**src/rtl/vm_round_robin_sel.sv**
```systemverilog
// Four-channel round-robin arbiter producing the 2-bit select for a 2-to-4 decoder.
// A grant is held while its request stays high, bounded by MAX_HOLD cycles.
module vm_round_robin_sel #(
   parameter int unsigned MAX_HOLD = 8
) (
   input  logic clk,
   input  logic rst_n,
   input  logic en,
   input  logic req0,
   input  logic req1,
   input  logic req2,
   input  logic req3,
   output logic sel0,
   output logic sel1,
   output logic valid,
   output logic preempt
);

   typedef enum logic {
      IDLE,
      GRANT
   } state_t;

   localparam logic [7:0] CNT_LAST = 8'(MAX_HOLD - 1);

   state_t     state_q, state_d;
   logic [1:0] cur_q, cur_d;
   logic [1:0] ptr_q, ptr_d;
   logic [7:0] cnt_q, cnt_d;
   logic       preempt_q, preempt_d;

   logic [3:0] req;
   logic       pick_valid;
   logic [1:0] pick_idx;
   logic [1:0] scan_idx;

   assign req = {req3, req2, req1, req0};

   // First requester scanning ptr, ptr+1, ... with natural 2-bit wrap.
   always_comb begin
      pick_valid = 1'b0;
      pick_idx   = ptr_q;
      scan_idx   = ptr_q;
      for (int unsigned i = 0; i < 4; i++) begin
         scan_idx = ptr_q + 2'(i);
         if (!pick_valid && req[scan_idx]) begin
            pick_valid = 1'b1;
            pick_idx   = scan_idx;
         end
      end
   end

   always_comb begin
      state_d   = state_q;
      cur_d     = cur_q;
      ptr_d     = ptr_q;
      cnt_d     = cnt_q;
      preempt_d = 1'b0;
      case (state_q)
         IDLE: begin
            if (en && pick_valid) begin
               state_d = GRANT;
               cur_d   = pick_idx;
               cnt_d   = '0;
            end
         end
         GRANT: begin
            if (!en || !req[cur_q] || (cnt_q == CNT_LAST)) begin
               state_d   = IDLE;
               ptr_d     = cur_q + 2'd1;
               // Only a timeout with enable and request still high counts as preemption.
               preempt_d = en && req[cur_q];
            end else begin
               cnt_d = cnt_q + 8'd1;
            end
         end
      endcase
   end

   always_ff @(posedge clk) begin
      if (!rst_n) begin
         state_q   <= IDLE;
         cur_q     <= '0;
         ptr_q     <= '0;
         cnt_q     <= '0;
         preempt_q <= 1'b0;
      end else begin
         state_q   <= state_d;
         cur_q     <= cur_d;
         ptr_q     <= ptr_d;
         cnt_q     <= cnt_d;
         preempt_q <= preempt_d;
      end
   end

   assign sel0    = cur_q[0];
   assign sel1    = cur_q[1];
   assign valid   = (state_q == GRANT);
   assign preempt = preempt_q;

endmodule
```
**config.mk**
```make
export PLATFORM = sky130hd
export DESIGN_NAME = vm_round_robin_sel
export DESIGN_NICKNAME = d
export VERILOG_FILES = /design/src/rtl/vm_round_robin_sel.sv
export SDC_FILE = /design/constraint.sdc
export NUM_CORES = 1
export LEC_CHECK = 0
export CORE_MARGIN = 3
export CORE_UTILIZATION = 45
export DETAILED_ROUTE_END_ITERATION = 12
export PLACE_DENSITY = 0.76
export SLEW_MARGIN = 20
export SYNTH_ARGS = -nofsm -noshare
export SYNTH_HDL_FRONTEND = slang
export SYNTH_SLANG_ARGS = --single-unit
export TNS_END_PERCENT = 20
```
**constraint.sdc**
```tcl
create_clock -name clk -period 2.41 [get_ports clk]
set_input_delay 0.241 -clock clk [delete_from_list [all_inputs] [get_ports clk]]
set_output_delay 0.241 -clock clk [all_outputs]
set_load 0.005 [all_outputs]
```
==> results.py <==
metrics = {
    "synth": {
        "ys_warn_count": 0,
        "synth_area_per_cell_um2": 8.03,
        "synth-seq-cells": 14,
        "synthTopCellsByArea": "dfxtp_1, nand2_1, o211ai_1",
        "synth_area_leader_cell": "dfxtp_1",
        "async_flop_share": 0,
        "yosysSeqAreaShare": 0.332,
        "syn_nets": 113,
        "synthDistinctLibCells": 33,
        "yosysTopAreaCellShare": 0.332,
        "syn_inst": 105,
        "synth_flop_cell": "dfxtp_1",
        "synth_edf_count": 0,
        "syn_area_um2": 843,
    },
    "critical_path": {
        "rr_worst_depth": 4,
        "slowest_stage": "dfxtp_1",
        "cp_cell_sequence": "clkdlybuf4s50_1",
        "reg2reg_from": "cnt_q[3]",
        "cp_num_buf_inv": 1,
        "reg2reg_to": "cnt_q[2]",
        "crit_arrival_ns": 1.47,
        "slowest_delay_ns": 0.59,
        "critical_path.top_delay_family": "flip-flops",
        "r2r_slack_ns": 0.72,
        "cp_max_fo": 11,
        "worst_setup_path_start_kind": "register",
        "crit_type": "reg -> out",
        "required_ns": 2.17,
        "endpoint_kind": "output port",
    },
    "clock_network": {
        "post-cts-setup-buffers": 0,
        "cts_max_path_buffers": 2,
        "cts_buffers": 3,
        "cts_root_buf": "clkbuf_4",
        "clock-sinks": 14,
        "htreeDepth": 1,
        "clk_latency_ns": 0.29,
        "post_cts_resized": 0,
        "clk_pin_slew_ns": 0.10,
        "cts_hold_buf": 0,
        "cts_tree": "yes",
    },
    "global_routing": {
        "first_global_vias": 820,
        "grt_max_degree": 14,
        "antenna_found_initial": 0,
        "grt_pass1_wl_mm": 3.68,
        "grt_usage": 0.193,
        "grt_overflow_total": 0,
    },
    "floorplanning": {
        "die_area_um2": 2430,
        "core_area_um2": 1750,
        "rows": 15,
        "num_io_pins": 11,
        "initial_utilization": 0.483,
        "die_w_um": 49.3,
        "die_h_um": 49.3,
    },
    "power": {
        "leakage_nw": 0.325,
        "p_int_mw": 0.370,
        "seqPwrFrac": 0.487,
        "ir_drop_mv": 0.486,
        "power.switching_mw": 0.143,
        "power_frac_comb": 0.166,
        "switching_share": 0.278,
        "cellPowerDensity_nw_per_um2": 505,
        "clockPowerShare": 0.347,
    },
    "layout": {
        "stdcell_area_um2": 1010,
        "layout-drive-gt1-share": 0.0763,
        "final_nets": 127,
        "diodes": 0,
        "area_delta_synth_final_pct": 20.3,
        "final_cell_mix": "nand2_1, dfxtp_1, clkdlybuf4s50_1",
        "utilization": 0.581,
        "final_cells": 143,
        "layout_commonest_cell": "nand2_1",
    },
    "timing": {
        "finalCritPeriodShare": 0.711,
        "fin_ws_ns": 0.696,
        "tightest_slew_ns": 0.425,
        "rsz0062_at_grt": "false",
        "relSlewSlack": 0.716,
        "hold_viol": 0,
        "min_period_ns": 1.71,
        "finClkSkew_ns": 0.0115,
        "slew_violations": 0,
        "fin_setup_tns_ns": 0,
        "fmax_mhz": 584,
        "setup_violations": 0,
    },
    "routing": {
        "routed_wl_mm": 2.06,
        "drcViolationCount": 0,
        "avgViaCountPerCell": 6.22,
        "vias": 889,
        "wl_per_cell_um": 14.4,
        "first_pass_iters": 4,
        "antenna_left": 0,
        "drt-initial-drc-count": 38,
    },
    "placement": {
        "gp_congestion": 0.835,
        "placed_cells": 139,
        "dp_slack_ns": 0.508,
        "port_buffers": 10,
        "place_area_um2": 978,
        "dp_hpwl_mm": 1.47,
    },
    "hold_path": {
        "min_from": "ptr_q[0]",
        "holdPathStages": 2,
        "hold_end": "ptr_q[0]",
        "hold_class": "reg -> reg",
    },
    "run": {
        "drv_cap": 0,
    },
    "run_status": {
        "status": "finished clean",
    },
}
[sequential cells by signal, summed over array words and instances, names as in the netlist]
register	count
preempt	1
cnt_q	8
ptr_q	2
cur_q	2
valid	1
[synthesized netlist by cell type, types with 2 or more instances]
cell       instances
o211ai_1           7
o22ai_1            2
clkbuf_1           3
nand2_1           17
dfxtp_1           14
nand3_1            7
nand3b_1           2
mux2i_1            4
nor2b_1            3
a31oi_1            2
inv_1              2
nand4_1            2
nor2_1             2
nor3_1             3
o21ai_0            5
a21oi_1            6
o2111ai_1          3
nor4_1             3
nand2b_1           4
[power by group through the flow]
stage                     combinational (mW)  clock (mW)  sequential, mW
final                                 0.0853       0.178           0.249
after global routing                  0.0940       0.189           0.251
after global placement                0.0822           0           0.255
after floorplan                       0.0511           0           0.250
after detailed placement              0.0836           0           0.255
after CTS                             0.0841       0.176           0.249
[how the worst max path moves through the flow]
| stage | cells after the start | start | slack [ns] | end |
|---|---|---|---|---|
| after floorplan | 4 | cnt_q[3] | 0.88 | cnt_q[2] |
| after global placement | 5 | req3 | 0.53 | cnt_q[6] |
| after detailed placement | 5 | req3 | 0.51 | cnt_q[6] |
| after CTS | 1 | valid | 0.71 | valid |
| after global routing | 4 | cnt_q[3] | 0.65 | cnt_q[2] |
| final | 1 | valid | 0.70 | valid |
[per-layer routing]
layer	vias up	GRT usage	share of wire
met5	-	0	0
met4	0	0.0758	0.020
met3	6	0.0673	0.066
met2	33	0.275	0.44
met1	420	0.264	0.48
li1	430	-	-
[through the flow]
step | hold slack, ns | power, mW
2_1_floorplan | 0.438 | 0.301
3_3_place_gp | 0.479 | 0.337
3_5_place_dp | 0.475 | 0.338
4_1_cts | 0.487 | 0.510
5_1_grt | 0.510 | 0.534
6_report | 0.484 | 0.512
[cell type report]
cell class	instances	area (um^2)
inverters	2	7.51
clock buffers	4	36.3
multi-input cells	86	544
well taps	25	31.3
flip-flops and latches	14	280
repair buffers	12	115
fillers	164	731
[logic make-up (layout without fill, tap and decap cells)]
family                   after synthesis  after routing  synth area share
buffers and inverters                  5             18            0.0223
multiplexers                           4              4            0.0475
XOR/XNOR                               1              1            0.0104
adder cells (fa/ha/maj)                1              1            0.0148
AO/OA/AOI/OAI                         32             32             0.272
AND/OR/NAND/NOR                       48             48             0.301
flip-flops                            14             14             0.332
(Power assumes the default switching activity.)
